===== src/rtl/uart_fifo_rx.sv =====
// UART receive front end: free-running baud tick divider, 16x-oversampled 8N1 receiver
// and a byte FIFO with a registered (non fall-through) read port.
`timescale 1ns/1ps

module uart_fifo_rx #(
    parameter int CLK_FREQ   = 50_000_000,
    parameter int BAUD       = 115200,
    parameter int OVERSAMPLE = 16,
    parameter int FIFO_DEPTH = 16,
    parameter int AE_THRESH  = 1
) (
    input  logic       clk_in,
    input  logic       rst,
    input  logic       rx_serial_data,
    input  logic       rd_en,
    output logic [7:0] dout,
    output logic       almost_empty,
    output logic       empty
);

    localparam int TICK_RATE = BAUD * OVERSAMPLE;
    localparam int DIV       = (CLK_FREQ + TICK_RATE / 2) / TICK_RATE;
    localparam int DIV_W     = (DIV > 1) ? $clog2(DIV) : 1;
    localparam int TICK_W    = (OVERSAMPLE > 1) ? $clog2(OVERSAMPLE) : 1;
    localparam int PTR_W     = (FIFO_DEPTH > 1) ? $clog2(FIFO_DEPTH) : 1;
    localparam int CNT_W     = PTR_W + 1;

    typedef enum logic [1:0] {S_IDLE, S_START, S_DATA, S_STOP} state_t;

    logic [DIV_W-1:0]  div_reg;
    logic              rx_en;
    logic [1:0]        sync_reg;
    logic              rx_line;
    state_t            state_reg, state_next;
    logic [TICK_W-1:0] tick_reg;
    logic [2:0]        bit_reg;
    logic [7:0]        shift_reg;
    logic              tick_last;
    logic              tick_mid;
    logic              sample_bit;
    logic              rx_finish;

    logic [7:0]        mem [FIFO_DEPTH];
    logic [PTR_W-1:0]  wr_ptr_reg, rd_ptr_reg;
    logic [CNT_W-1:0]  count_reg, count_next;
    logic [7:0]        dout_reg;
    logic              empty_reg, ae_reg;
    logic              do_wr, do_rd;

    // Tick divider is free-running; frames are aligned only through the start-bit search.
    always_ff @(posedge clk_in or negedge rst) begin
        if (!rst)
            div_reg <= '0;
        else if (rx_en)
            div_reg <= '0;
        else
            div_reg <= div_reg + DIV_W'(1);
    end
    assign rx_en = (div_reg == DIV_W'(DIV - 1));

    always_ff @(posedge clk_in or negedge rst) begin
        if (!rst)
            sync_reg <= 2'b11;
        else
            sync_reg <= {sync_reg[0], rx_serial_data};
    end
    assign rx_line = sync_reg[1];

    assign tick_last = (tick_reg == TICK_W'(OVERSAMPLE - 1));
    assign tick_mid  = (tick_reg == TICK_W'(OVERSAMPLE / 2 - 1));

    always_ff @(posedge clk_in or negedge rst) begin
        if (!rst)
            state_reg <= S_IDLE;
        else
            state_reg <= state_next;
    end

    always_comb begin
        state_next = state_reg;
        if (rx_en) begin
            case (state_reg)
                S_IDLE:  if (!rx_line) state_next = S_START;
                S_START: if (tick_mid) state_next = rx_line ? S_IDLE : S_DATA;
                S_DATA:  if (tick_last && bit_reg == 3'd7) state_next = S_STOP;
                S_STOP:  if (tick_last) state_next = S_IDLE;
                default: state_next = S_IDLE;
            endcase
        end
    end

    always_comb begin
        sample_bit = rx_en && (state_reg == S_DATA) && tick_last;
        rx_finish  = rx_en && (state_reg == S_STOP) && tick_last && rx_line;
    end

    // Tick counter restarts on every state change so each phase measures from its own entry.
    always_ff @(posedge clk_in or negedge rst) begin
        if (!rst) begin
            tick_reg  <= '0;
            bit_reg   <= '0;
            shift_reg <= '0;
        end else if (rx_en) begin
            if (state_reg != state_next || state_reg == S_IDLE || tick_last)
                tick_reg <= '0;
            else
                tick_reg <= tick_reg + TICK_W'(1);
            if (state_reg == S_START)
                bit_reg <= '0;
            else if (sample_bit)
                bit_reg <= bit_reg + 3'd1;
            if (sample_bit)
                shift_reg <= {rx_line, shift_reg[7:1]};
        end
    end

    assign do_wr = rx_finish && (count_reg != CNT_W'(FIFO_DEPTH));
    assign do_rd = rd_en && (count_reg != '0);

    always_ff @(posedge clk_in) begin
        if (do_wr)
            mem[wr_ptr_reg] <= shift_reg;
    end

    always_comb begin
        count_next = count_reg;
        if (do_wr && !do_rd)
            count_next = count_reg + CNT_W'(1);
        else if (!do_wr && do_rd)
            count_next = count_reg - CNT_W'(1);
    end

    // Flags are registered from the post-update count so they track the same edge as the data.
    always_ff @(posedge clk_in or negedge rst) begin
        if (!rst) begin
            wr_ptr_reg <= '0;
            rd_ptr_reg <= '0;
            count_reg  <= '0;
            dout_reg   <= '0;
            empty_reg  <= 1'b1;
            ae_reg     <= 1'b1;
        end else begin
            if (do_wr)
                wr_ptr_reg <= wr_ptr_reg + PTR_W'(1);
            if (do_rd) begin
                rd_ptr_reg <= rd_ptr_reg + PTR_W'(1);
                dout_reg   <= mem[rd_ptr_reg];
            end
            count_reg <= count_next;
            empty_reg <= (count_next == '0);
            ae_reg    <= (count_next <= CNT_W'(AE_THRESH));
        end
    end

    assign dout         = dout_reg;
    assign empty        = empty_reg;
    assign almost_empty = ae_reg;

endmodule


===== config.mk =====
export PLATFORM = sky130hd
export DESIGN_NAME = uart_fifo_rx
export DESIGN_NICKNAME = d
export VERILOG_FILES = /design/src/rtl/uart_fifo_rx.sv
export SDC_FILE = /design/constraint.sdc
export NUM_CORES = 1
export LEC_CHECK = 0
export ABC_AREA = 1
export BUFFER_PORTS_ARGS = -buffer_cell sky130_fd_sc_hd__buf_2
export CORE_MARGIN = 5
export CORE_UTILIZATION = 58
export CTS_BUF_LIST = sky130_fd_sc_hd__clkbuf_2 sky130_fd_sc_hd__clkbuf_4 sky130_fd_sc_hd__clkbuf_8
export DETAILED_ROUTE_END_ITERATION = 8
export PLACE_DENSITY = 0.77
export SYNTH_ARGS = -nofsm -noshare
export SYNTH_HDL_FRONTEND = slang
export SYNTH_SLANG_ARGS = --single-unit

===== constraint.sdc =====
create_clock -name clk_in -period 2.1 [get_ports clk_in]
set_input_delay 0.105 -clock clk_in [delete_from_list [all_inputs] [get_ports clk_in]]
set_output_delay 0.105 -clock clk_in [all_outputs]
set_load 0.02 [all_outputs]

* Yosys cells after proc, flatten, opt, wreduce, memory -nomap -nowiden *
Memory sizes are Yosys's and may differ from the RTL's. A register that Yosys moved wholly into a read port is not among the register bits.
Index checks and enable logic that the tools add are counted.

word-level totals
  flip-flop bits (word level) = 39
  RAM bits = 128
  logic and storage cells = 65
  memories kept = 1
  input bits = 4

memory list
  memory  words  width  read ports  clocked after memory_dff  wr ports  RTL line  text
  mem     16     8      1           1                         1         43        logic [7:0] mem [FIFO_DEPTH];

cells by class
  equality and inequality tests = 9
  multiplexer cells = 15
  reduce and logical (&&, ||, !) cells = 21
  add/subtract/negate cells = 7
  $lt $le $gt $ge = 1

operators with widths
  operator                                                               number
  5-bit 2-to-1 mux                                                       3
  4-bit by 1-bit adder with 4-bit output, second input constant          3
  2-bit 2-to-1 mux                                                       6
  5-bit by 1-bit adder with 5-bit output, second input constant          2
  1-bit logical AND                                                      10
  2-bit one-hot mux with 4 select lines                                  1
  3-bit 2-to-1 mux                                                       2
  5-bit equality test, second input constant                             1
  5-bit by 1-bit <= comparator with 1-bit output, second input constant  1
  5-bit zero test                                                        1
  5-bit != test, second input constant                                   1
  5-bit nonzero test                                                     1
  5-bit by 1-bit subtractor with 5-bit output, second input constant     1
  2-bit equality test, second input constant                             2
  4-bit by 3-bit equality test with 1-bit output, second input constant  1
  4-bit equality test, second input constant                             1
  4-bit 2-to-1 mux                                                       1
  2-bit AND reduction                                                    2
  3-bit by 1-bit adder with 3-bit output, second input constant          1
  3-bit equality test, second input constant                             1
  1-bit zero test                                                        3
  2-bit by 1-bit equality test with 1-bit output, second input constant  1
  2-bit zero test                                                        1
  1-bit logical OR                                                       2
  3 further kinds                                                        4

* Depth between registers and ports, before layout *
Gate-level depths: netlist of run 1.

  depth after elaboration = 10
  mapped depth = 13
  gate-level depth less buffers = 13

* Worst setup path before layout of run 1 *
Ideal clock, no wire load.

  path kind = register -> register
  start point = register div_reg[0]
  end point = memory mem[11][0], enable pin
  period minus slack after synthesis = 1.991 ns
  slack = 0.109 ns
  arrival = 1.621 ns
  stages on the path, launching flop included = 9
  required time = 1.730 ns
  path buffers = 0
  setup time = 0.370 ns
  path through = dfrtp_1 inv_1 ha_1 nand2_2 nor3_4 nand3_4 clkinv_4 nand2_1 nor2_1

between the ends
  cells in the longest elaborated chain, start to end = 7

RTL lines
  item                                    RTL line  text
  start: declaration                      30        logic [DIV_W-1:0] div_reg;
  start signal: assignment                57        div_reg <= div_reg + DIV_W'(1);
  5-bit equality test                     59        assign rx_en = (div_reg == DIV_W'(DIV - 1));
  1-bit logical AND (3 in series)         94        rx_finish = rx_en && (state_reg == S_STOP) && tick_last && rx_line;
  1-bit logical AND                       117       assign do_wr = rx_finish && (count_reg != CNT_W'(FIFO_DEPTH));
  1-bit 2-to-1 mux                        121       if (do_wr)
  1-bit 2-to-1 mux (not written as such)  122       mem[wr_ptr_reg] <= shift_reg;
  end: declaration                        43

No other way between the ends.

* Worst setup path after layout of run 1 *
  start point = register div_reg[0]
  end point = memory mem[4][7], enable pin

The elaborated chain is that of the path after synthesis.

==> summary.txt, run 1 <==
STA
  • Unrepaired setup endpoints after global routing: no
  • Tcrit/Tclk final: 93.47%
  • Final Hold Vio Count: 0
  • Fmax achieved: 509.5 MHz
  • Hold WS: 288.2 ps
  • Clock Skews: 7.516 ps
  • Max-slew violations: 0
  • Worst-margin pin slew: 871.3 ps
  • Finish-stage setup viols: 0
  • Relative slew slack: 41.92%
  • Total negative slack: 0 ps
  • Tmin final: 1963 ps

Worst setup path
  • Worst Path Max Fanout: 8
  • Register-to-Register Setup Slack: 140 ps
  • Crit path DAT: 2130 ps
  • CP top delay family: simple AND/OR/NAND/NOR gates
  • CP Capture Type: flip-flop
  • CP Cell Sequence: inv_1 > ha_1 > nand2_2 > nor3_4 > nand3_4 > clkinv_4 > nand2_1 > nor2_1 > buf_4
  • Max incr delay on CP: 420 ps
  • Startpoint Class: flip-flop
  • Required time worst endpoint: 2270 ps
  • Critical path class: flip-flop to flip-flop
  • Buf/Inv on CP: 3
  • Slowest CP cell: dfrtp_1

Routing
  • DR pass1 iterations: 4
  • Final WL: 15050 um
  • Routed Antenna Nets: 0
  • Avg WL per Cell: 17.54 um
  • DR vias/cell: 5.640
  • DRC: 0
  • Via count: 4839
  • DRT iter0 DRCs: 603

Die
  • Die area: 15120 sq um
  • Die Y: 123.0 um
  • Initial Util: 58.89%
  • Ports: 14
  • Core ar.: 12570 sq um
  • Row cnt: 41
  • Die width: 123.0 um

Global route
  • Vias in the first global route: 4725
  • Pin count of the biggest net entering global routing: 66
  • Initial antenna violation count: 0
  • Total GRT Usage: 21.54%
  • Total congestion overflow: 0
  • First-pass GRT wire length: 23970 um

Layout
  • Fin nets: 689
  • Final Non-Filler Cells: 858
  • Layout cells sized above 1: 15.16%
  • Largest register FFs: 128
  • Syn-to-layout area delta: 10.79%
  • Inserted Diodes: 0

Synthesis
  • Syn. warnings: 0
  • Top post-synthesis cells by area: edfxtp_1 (52%), dfrtp_1 (15%), nor2_1 (7.1%), o21ai_0 (5.5%), o211ai_1 (3.2%)
  • Average cell area after synthesis: 11.56 sq um
  • Post-synth EDFFs: 128
  • Synth Register Bits: 175
  • Mapped Cells: 640
  • Sequential-to-total area share from yosys stat: 67.90%
  • Cell area after synthesis: 7401 sq um
  • Leading area contributor after synthesis: edfxtp_1
  • Primary FF master, synth: edfxtp_1
  • Yosys cell types: 36
  • Synth top area share: 51.94%
  • Synth Net Count: 656
  • Async set or reset register ratio after synthesis: 26.86%

Run status
  • Outcome: finished, final reports clean

Clock network
  • H-tree depth: 4
  • CTS tree: built
  • Reg clk slew, reported paths: 80 ps
  • Clk buf depth: 2
  • Cts bufs inserted: 17
  • Setup Fix Bufs, Post-CTS: 0
  • Root buf cell: clkbuf_8
  • TritonCTS Sinks: 175
  • Clock Latency Late Sink: 450 ps

Flow run
  • Max cap viols: 0

Power
  • Power per standard cell area: 1049 nW/um^2
  • Worst vdd ir: 0.7554 mV
  • Pleak: 2.709 nW

Place
  • Gpl congestion: 0.8146
  • IO Port Bufs: 13
  • DP Wirelength: 9812 um
  • Placed cell count: 823

Worst hold path
  • Worst min-delay path category: input port to async pin
==> power breakdown <==
part	switching [W]	total, W	internal (W)
combinational	0.00163	0.00241	0.000782
sequential	0.000160	0.00402	0.00386
clock	0.00108	0.00217	0.00109
==> metrics by stage <==
step / total power, W / setup WS, ps / area [sq um] / utilization [%]
finish: 0.008600 / 137.2 / 8199 / 65.24
global route: 0.009067 / 9.120 / 8199 / 65.24
CTS: 0.008644 / 117.8 / 8199 / 65.24
detailed placement: 0.006503 / 125.4 / 7794 / 62.01
global placement: 0.006434 / 196.0 / 7794 / 62.01
floorplan: 0.005790 / 109.2 / 7401 / -
==> metal layers <==
| layer | part of all wire (%) | wire, um | GRT usage (%) |
|---|---|---|---|
| met5 | 0 | 0 | 0 |
| met4 | 3.0 | 445 | 10.29 |
| met3 | 6.2 | 940 | 4.483 |
| met2 | 51 | 7630 | 35.60 |
| met1 | 40 | 6031 | 27.37 |
==> layout make-up <==
| type | instances | area, sq um |
|---|---|---|
| clock buffer | 25 | 312.8 |
| clock inverter | 7 | 62.56 |
| fill | 938 | 4369 |
| inverter | 36 | 140.1 |
| multi-input combinational | 400 | 2107 |
| sequential | 175 | 5026 |
| tap | 172 | 215.2 |
| timing repair buffer | 43 | 335.3 |
==> layout by cell type (no fill, tap or decap), types with 5 or more instances in the layout <==
cell type,Yosys,final
nor2_1,140,140
buf_4,1,24
nand2_1,47,47
a21oi_1,11,11
clkinv_2,0,5
clkbuf_8,0,20
nand3_1,22,22
edfxtp_1,128,128
xor2_1,11,11
buf_2,13,13
nand2_2,5,5
dfrtp_1,43,42
ha_1,12,12
clkbuf_4,0,5
o211ai_1,32,32
nand4_1,6,6
o21ai_0,82,82
inv_1,29,29
a31oi_1,8,8
==> cell families (layout without fill, tap and decap cells) <==
group	count (synthesis)	in the layout	synth area share, %
xor+xnor	12	12	1.420
mux	1	1	0.1521
flops	175	175	67.90
compound gates	139	139	10.75
buf+inv	65	111	3.635
fa+ha+maj	12	12	2.029
simple gates	236	236	14.12
==> synthesized netlist by cell type, types with 2 or more instances <==
cell type	instances
nand3_2	2
nand2_4	3
clkinv_1	2
xor2_1	11
nor2_1	140
dfstp_2	4
nor2_2	4
a21oi_1	11
nand2_2	5
a31oi_1	8
nand2_1	47
buf_2	13
inv_1	29
nand3_4	2
buf_1	2
edfxtp_1	128
o21ai_1	3
nand3_1	22
dfrtp_1	43
o21ai_0	82
nand4_1	6
o211ai_1	32
inv_2	4
clkbuf_1	13
nor2_4	2
ha_1	12
==> path summary, 6_finish.rpt <==
| path | startpoint | end | cells past startpoint |
|---|---|---|---|
| worst min register to register | sync_reg[0] | sync_reg[1] | 0 |
| worst min-delay path | rst | dout[7] | 2 |
| worst max-delay path | div_reg[0] | mem[4][7] | 9 |
| worst max register to register | div_reg[0] | mem[4][7] | 9 |
| max in group asynchronous | rst | shift_reg[1] | 3 |
| min in group clk_in | rx_serial_data | sync_reg[0] | 2 |
==> what timing repair did <==
action | 4_1_cts | 5_1_grt
endpoints found under the hold margin | 35 | 0
resized for setup | 0 | 0
hold buffers | 3 | 0
(Power assumes the default switching activity.)
==> inputs of run 2 (changes only) <==
==> config.mk (replaced) <==
export PLATFORM = sky130hd
export DESIGN_NAME = uart_fifo_rx
export DESIGN_NICKNAME = d
export VERILOG_FILES = /design/src/rtl/uart_fifo_rx.sv
export SDC_FILE = /design/constraint.sdc
export NUM_CORES = 1
export LEC_CHECK = 0
export ABC_AREA = 1
export BUFFER_PORTS_ARGS = -buffer_cell sky130_fd_sc_hd__buf_2
export CORE_MARGIN = 3
export CORE_UTILIZATION = 34
export CTS_BUF_LIST = sky130_fd_sc_hd__clkbuf_16
export DETAILED_ROUTE_END_ITERATION = 8
export SYNTH_ARGS = -nofsm -noshare
export SYNTH_HDL_FRONTEND = slang
export SYNTH_SLANG_ARGS = --single-unit
==> run 2 against run 1 <==
  * Total power is 10% higher
  * Non-clock buffer count up 4
  * Core utilization down 25 points
  * Via count decreased by 3.1%
  * First-iteration DRC count decreased by 55%
  * Sequential cell count unchanged
  * Clock skew is 0.56 ps higher
  * Critical path type unchanged
  * Critical endpoint is now mem[1][7]
==> summary.txt, run 2 (same netlist as run 1, synthesis figures left out) <==
Worst hold path
  • Worst hold path startpoint: rd_en
  • Hold path depth: 4
  • Worst min-delay path category: input port to flip-flop
  • Worst Hold End: rd_ptr_reg[1]

Clock network
  • H-tree depth: 4 (unchanged)
  • Clock Latency Late Sink: 430 ps (-20 ps)
  • Reg clk slew, reported paths: 70 ps (about the same)
  • Root buf cell: clkbuf_16
  • CTS tree: built
  • Cts bufs inserted: 17 (unchanged)
  • TritonCTS Sinks: 175 (unchanged)
  • Clk buf depth: 2 (unchanged)

Global route
  • Initial antenna violation count: 0 (unchanged)
  • Total GRT Usage: 13.63% (-7.9 points)
  • Vias in the first global route: 4569 (-3.3%)
  • Total congestion overflow: 0 (unchanged)
  • Pin count of the biggest net entering global routing: 66 (unchanged)
  • First-pass GRT wire length: 24780 um (+3.4%)

Worst setup path
  • Startpoint Class: flip-flop
  • Crit path DAT: 2080 ps (-50 ps)
  • Critical path class: flip-flop to flip-flop
  • Required time worst endpoint: 2250 ps (-20 ps)
  • RR Endpoint: mem[1][7]
  • CP Capture Type: flip-flop
  • Slowest CP cell: dfrtp_1
  • R2R Path Start: div_reg[0]
  • Worst Path Max Fanout: 8 (unchanged)
  • CP Cell Sequence: inv_1 > ha_1 > nand2_2 > nor3_4 > nand3_4 > clkinv_4 > nand2_1 > nor2_1 > buf_4
  • Register-to-Register Setup Slack: 160 ps (+20 ps)
  • Max incr delay on CP: 400 ps (-20 ps)
  • R2R cell count: 9 (unchanged)

Die
  • Row cnt: 53 (+29%)
  • Core ar.: 21220 sq um (+69%)
  • Die Y: 153.5 um (+25%)
  • Initial Util: 34.88% (-24 points)
  • Die area: 23570 sq um (+56%)
  • Ports: 14 (unchanged)
  • Die width: 153.5 um (+25%)

Routing
  • Via count: 4689 (-3.1%)
  • Routed Antenna Nets: 0 (unchanged)
  • DRC: 0 (unchanged)
  • DR vias/cell: 4.859 (-14%)
  • Avg WL per Cell: 16.32 um (-7.0%)
  • DR pass1 iterations: 5 (+1)
  • DRT iter0 DRCs: 273 (-55%)
  • Final WL: 15740 um (+4.6%)

STA
  • Fmax achieved: 515.7 MHz (+1.2%)
  • Total negative slack: 0 ps (unchanged)
  • Finish-stage setup viols: 0 (unchanged)
  • Tmin final: 1939 ps (-23.81 ps)
  • Clock Skews: 8.072 ps (+0.5560 ps)
  • Worst-margin pin slew: 791.0 ps (-80.32 ps)
  • Max-slew violations: 0 (unchanged)
  • Unrepaired setup endpoints after global routing: no
  • Relative slew slack: 47.27% (+5.4 points)
  • Final Hold Vio Count: 0 (unchanged)
  • Tcrit/Tclk final: 92.33% (-1.1 points)

Place
  • Gpl congestion: 0.7631 (-6.3%)
  • DP Wirelength: 10080 um (+2.7%)
  • IO Port Bufs: 13 (unchanged)

Power
  • Pleak: 2.799 nW (+3.3%)
  • Worst vdd ir: 0.5229 mV (-31%)
  • Power per standard cell area: 1112 nW/um^2 (+6.0%)

Layout
  • Syn-to-layout area delta: 15.30%
  • Commonest non-fill, non-tap cell in the layout: nor2_1
  • Layout cells sized above 1: 15.65% (+0.49 points)
  • Fill count: 2014 (+110%)
  • Most frequent cells in the layout: nor2_1 (140), edfxtp_1 (128), o21ai_0 (82)
  • Inserted Diodes: 0 (unchanged)
  • Largest register FFs: 128 (unchanged)
  • Fin nets: 693 (+0.58%)
  • Final core occ: 40.21% (-25 points)

Flow run
  • Max cap viols: 0 (unchanged)

Run status
  • Outcome: finished, final reports clean
[run 2: changes by cell type in the layout (fill, tap and decap cells not counted), moves of 2 or more]
cell,previous run,this run
buf_4,24,29
clkbuf_16,0,17
clkbuf_4,5,0
clkbuf_8,20,0
clkinv_1,2,5
clkinv_2,5,3
clkinv_4,1,3
inv_6,0,2
nand2_1,47,45
nand2_2,5,7
[run 2: worst max-delay path by stage]
| stage | endpoint | slack (ps) | startpoint | cells past startpoint |
|---|---|---|---|---|
| floorplan | mem[11][0] | 110 | div_reg[0] | 8 |
| global placement | mem[4][4] | 170 | div_reg[0] | 9 |
| detailed placement | mem[4][4] | 120 | div_reg[0] | 9 |
| CTS | mem[0][4] | 90 | div_reg[0] | 9 |
| global route | mem[9][7] | 3 | div_reg[0] | 9 |
| finish | mem[1][7] | 160 | div_reg[0] | 9 |
[run 2: metal layers]
layer | share of wire [%] | up-vias | wire (um) | GRT usage [%]
met5 | 0 | - | 0 | 0
met4 | 1.1 | 0 | 180 | 3.406
met3 | 4.5 | 19 | 710 | 3.462
met2 | 49 | 87 | 7737 | 22.29
met1 | 45 | 2268 | 7116 | 18.31
li1 | - | 2315 | - | -
[run 2: area by class of cell]
class                           instances  area, sq um  area share [%]
Inverter                               36        140.1           1.642
Clock inverter                         15        121.4           1.422
Timing Repair Buffer                   47        362.8           4.252
Sequential cell                       175         5027           58.91
Tap cell                              275        344.1           4.032
Multi-Input combinational cell        400         2112           24.75
Clock buffer                           17        425.4           4.985
[run 2: power breakdown]
| part | internal [W] | leakage, nW | total, W | switching (W) |
|---|---|---|---|---|
| Clock | 0.00162 | 0.273 | 0.00295 | 0.00132 |
| Sequential | 0.00386 | 1.46 | 0.00408 | 0.000220 |
| Combinational | 0.000807 | 1.06 | 0.00246 | 0.00165 |
| Total | 0.00629 | 2.80 | 0.00949 | 0.00319 |
[run 2: critical path: cells and delay by family, from the launching register on]
kind	cells	cell delay, ps
flops	1	400
fa+ha+maj	1	160
buf+inv	3	340
simple gates	5	740
[run 2: what timing repair did]
item / 4_1_cts / 5_1_grt
hold buffers: 2 / 0
setup endpoints to repair: 0 / 20
gates resized for setup: 0 / 2
setup buffers: 0 / 0
endpoints found under the hold margin: 29 / 0
[run 2: through the flow]
| step | area (sq um) | total power, W | setup slack (ps) | instances | hold slack (ps) |
|---|---|---|---|---|---|
| 3_3_place_gp | 7961 | 0.006626 | 165.5 | 931 | 43.94 |
| 3_5_place_dp | 7961 | 0.006632 | 118.1 | 931 | 46.07 |
| 6_report | 8533 | 0.009486 | 161.0 | 965 | 57.60 |
| 2_1_floorplan | 7401 | 0.005790 | 109.2 | 640 | -190.6 |
| 4_1_cts | 8528 | 0.009570 | 87.69 | 965 | 42.62 |
| 5_1_grt | 8533 | 0.01003 | 2.910 | 965 | 59.80 |
==> inputs of run 3 (changes only) <==
--- a/config.mk
+++ b/config.mk
@@ -5,12 +5,14 @@
 export SDC_FILE = /design/constraint.sdc
 export NUM_CORES = 1
 export LEC_CHECK = 0
-export ABC_AREA = 1
 export BUFFER_PORTS_ARGS = -buffer_cell sky130_fd_sc_hd__buf_2
+export CELL_PAD_IN_SITES_DETAIL_PLACEMENT = 0
+export CELL_PAD_IN_SITES_GLOBAL_PLACEMENT = 2
 export CORE_MARGIN = 3
-export CORE_UTILIZATION = 34
+export CORE_UTILIZATION = 43
 export CTS_BUF_LIST = sky130_fd_sc_hd__clkbuf_16
 export DETAILED_ROUTE_END_ITERATION = 8
+export PLACE_DENSITY_LB_ADDON = 0.1
 export SYNTH_ARGS = -nofsm -noshare
 export SYNTH_HDL_FRONTEND = slang
 export SYNTH_SLANG_ARGS = --single-unit
==> run 3 against run 2 <==
  * The flow now finishes with violations (setup timing)
  * Clock skew is 1.3 ps lower
  * Total power decreased by 7.5%
  * Fmax shrank 11%
  * Global-route usage is 3.6 points higher
  * Combinational power is 30% lower
  * Count of clock-buffer cells in the layout did not move
  * Core utilization increased by 14 points
  * Worst setup slack worse by 230 ps
==> summary.txt, run 3 <==
Synthesis
  • Top post-synthesis cells by area: edfxtp_1 (53%), dfrtp_1 (15%), mux4_2 (9.9%), mux2_2 (2.5%), ha_1 (2.1%)
  • Primary FF master, synth: edfxtp_1
  • Synth Net Count: 447 (-32%)
  • Commonest cells post-synth: edfxtp_1 (128), dfrtp_1 (43), mux4_2 (32), nand2_1 (32), o21ai_0 (18)
  • Synth Register Bits: 175 (unchanged)
  • Leading area contributor after synthesis: edfxtp_1
  • Most numerous cell in the Yosys netlist: edfxtp_1
  • Cell area after synthesis: 7264 sq um (-1.8%)
  • Post-synth EDFFs: 128 (unchanged)
  • Syn. warnings: 0 (unchanged)
  • Average cell area after synthesis: 16.85 sq um (+46%)
  • Synth top area share: 52.91% (+0.98 points)
  • Yosys cell types: 48 (+33%)
  • Mapped Cells: 431 (-33%)
  • Async set or reset register ratio after synthesis: 26.86% (unchanged)
  • Sequential-to-total area share from yosys stat: 69.17% (+1.3 points)

Worst setup path
  • RR Endpoint: mem[8][3]
  • R2R cell count: 6 (-3)
  • CP Capture Type: flip-flop
  • R2R Path Start: div_reg[0]
  • Worst Path Max Fanout: 8 (unchanged)
  • Startpoint Class: flip-flop
  • Crit path DAT: 2300 ps (+220 ps)
  • Critical path class: flip-flop to flip-flop
  • Register-to-Register Setup Slack: -70 ps (-230 ps)
  • Required time worst endpoint: 2220 ps (-30 ps)

STA
  • Finish-stage setup viols: 98 (+98)
  • Tcrit/Tclk final: 103.4% (+11 points)
  • Hold WS: 153.6 ps (+96.02 ps)
  • Tmin final: 2171 ps (+232.2 ps)
  • Unrepaired setup endpoints after global routing: yes
  • Relative slew slack: 51.59% (+4.3 points)
  • Final Hold Vio Count: 0 (unchanged)
  • Worst-margin pin slew: 726.1 ps (-64.86 ps)
  • Clock Skews: 6.723 ps (-1.349 ps)
  • Fin worst setup slack: -71.14 ps (-232.2 ps)
  • Max-slew violations: 0 (unchanged)
  • Fmax achieved: 460.6 MHz (-11%)

Global route
  • Vias in the first global route: 4130 (-9.6%)
  • Total GRT Usage: 17.24% (+3.6 points)
  • First-pass GRT wire length: 23190 um (-6.4%)
  • Initial antenna violation count: 0 (unchanged)
  • Total congestion overflow: 0 (unchanged)
  • Pin count of the biggest net entering global routing: 29 (-56%)

Place
  • DP Wirelength: 9817 um (-2.6%)
  • DP Worst Slack: -98.25 ps (-216.3 ps)
  • Gpl congestion: 0.7493 (-1.8%)
  • IO Port Bufs: 13 (unchanged)

Layout
  • Fin nets: 516 (-26%)
  • Largest register FFs: 128 (unchanged)
  • Syn-to-layout area delta: 21.82%
  • Commonest non-fill, non-tap cell in the layout: edfxtp_1
  • Most frequent cells in the layout: edfxtp_1 (128), dfrtp_1 (42), buf_4 (37)
  • Inserted Diodes: 0 (unchanged)
  • Layout cells sized above 1: 36.06% (+20 points)

Die
  • Die width: 136.0 um (-11%)
  • Initial Util: 44.76% (+9.9 points)
  • Ports: 14 (unchanged)
  • Row cnt: 46 (-13%)
  • Die area: 18490 sq um (-22%)
  • Core ar.: 16230 sq um (-24%)
  • Die Y: 136.0 um (-11%)

Routing
  • Met2 WL post-DR: 7413 um (-4.2%)
  • M1 wire length: 6616 um (-7.0%)
  • Met3 WL post-DR: 392 um (-45%)
  • Routed Antenna Nets: 0 (unchanged)
  • Final WL: 14710 um (-6.6%)
  • Uppermost layer routed: met4
  • DRT iter0 DRCs: 181 (-34%)
  • Avg WL per Cell: 20.18 um (+24%)
  • DR pass1 iterations: 4 (-1)
  • DR vias/cell: 5.344 (+10%)
  • Via count: 3896 (-17%)
  • DRC: 0 (unchanged)

Power
  • Power per standard cell area: 991.9 nW/um^2 (-11%)
  • Pleak: 2.822 nW (+0.83%)
  • Pwr Total: 0.008778 W (-7.5%)
  • Worst vdd ir: 0.5526 mV (+5.7%)

Worst hold path
  • Hold path depth: 5 (+1)
  • Worst Hold End: rd_ptr_reg[1]
  • Worst hold path startpoint: rd_en
  • Worst min-delay path category: input port to flip-flop

Clock network
  • TritonCTS Sinks: 175 (unchanged)
  • Clock Latency Late Sink: 420 ps (about the same)
  • CTS tree: built
  • Cts bufs inserted: 17 (unchanged)
  • Root buf cell: clkbuf_16
  • Reg clk slew, reported paths: 60 ps (about the same)
  • H-tree depth: 4 (unchanged)
  • Clk buf depth: 2 (unchanged)

Flow run
  • Max cap viols: 0 (unchanged)

Run status
  • Failing checks: setup timing
  • Outcome: finished, violations left
==> run 3: cell types whose count changed after synthesis, sizes merged, moves of 6 or more <==
cell and change:
nor2 -132, o21ai -67, mux4 +32, o211ai -32
nand2 -23, nand3 -19, inv -18, mux2 +15
mux2i +13, nor4 +9, xor2 -9, a31oi -8
xnor2 +7, nor3 +6
==> run 3: area by class of cell <==
type	instances	area, sq um
clock buffer	17	425.4
clock inverter	15	153.9
multi-input combinational	219	2277
tap	216	270.3
timing repair buffer	72	640.6
inverter	15	56.30
fill	1325	7381
sequential	175	5026
==> run 3: metrics by stage <==
stage	util [%]	std cells	instance area, sq um	setup TNS, ps
floorplan	-	431	7363	-10370
global placement	49.48	688	8030	-3602
detailed placement	49.48	688	8030	-6772
CTS	53.48	725	8680	-5787
global route	54.53	729	8850	-16210
finish	54.53	729	8850	-4829
==> run 3: worst max-delay path, cell delays in order, from the launching register on <==
cell and delay [ps]:
dfrtp_1 370, inv_1 60, ha_2 210, nand4b_4 130
or4_4 600, nor3b_4 250, and2_4 250
==> run 3: routing by layer <==
metal	global-route usage, %	vias to the layer above
li1	-	1801
met4	6.383	0
met5	0	-
met1	22.67	2010
met3	3.146	20
met2	28.87	65
==> run 3: logic make-up after synthesis <==
logic type               count (synthesis)  share of synthesized area [%]
AO/OA/AOI/OAI                           46                          3.738
AND/OR/NAND/NOR                         89                          7.062
adder cells (fa/ha/maj)                 12                          2.067
multiplexers                            61                          14.19
XOR/XNOR                                11                          1.516
buffers and inverters                   37                          2.256
flip-flops                             175                          69.17
==> run 3: how the worst max path moves through the flow <==
stage / startpoint / to / cells after the start
final: div_reg[0] / mem[8][3] / 6
after global routing: count_reg[1] / mem[7][7] / 8
after CTS: div_reg[0] / mem[8][3] / 6
after detailed placement: div_reg[0] / mem[2][1] / 7
after global placement: div_reg[0] / mem[2][1] / 7
after floorplan: tick_reg[0] / mem[4][0] / 5
==> run 3: power by group <==
part           leakage [nW]  switching (W)  internal [W]
clock                 0.283        0.00123       0.00184
sequential             1.46       0.000143       0.00383
combinational          1.08       0.000914      0.000819
==> run 3: timing repair <==
item / 4_1_cts / 5_1_grt
buffers inserted: 3 / 4
endpoints found under the hold margin: 22 / 0
endpoints found under the setup margin: 101 / 135
hold buffers: 2 / 0
gates resized for setup: 7 / 30
pin swaps: 7 / 11
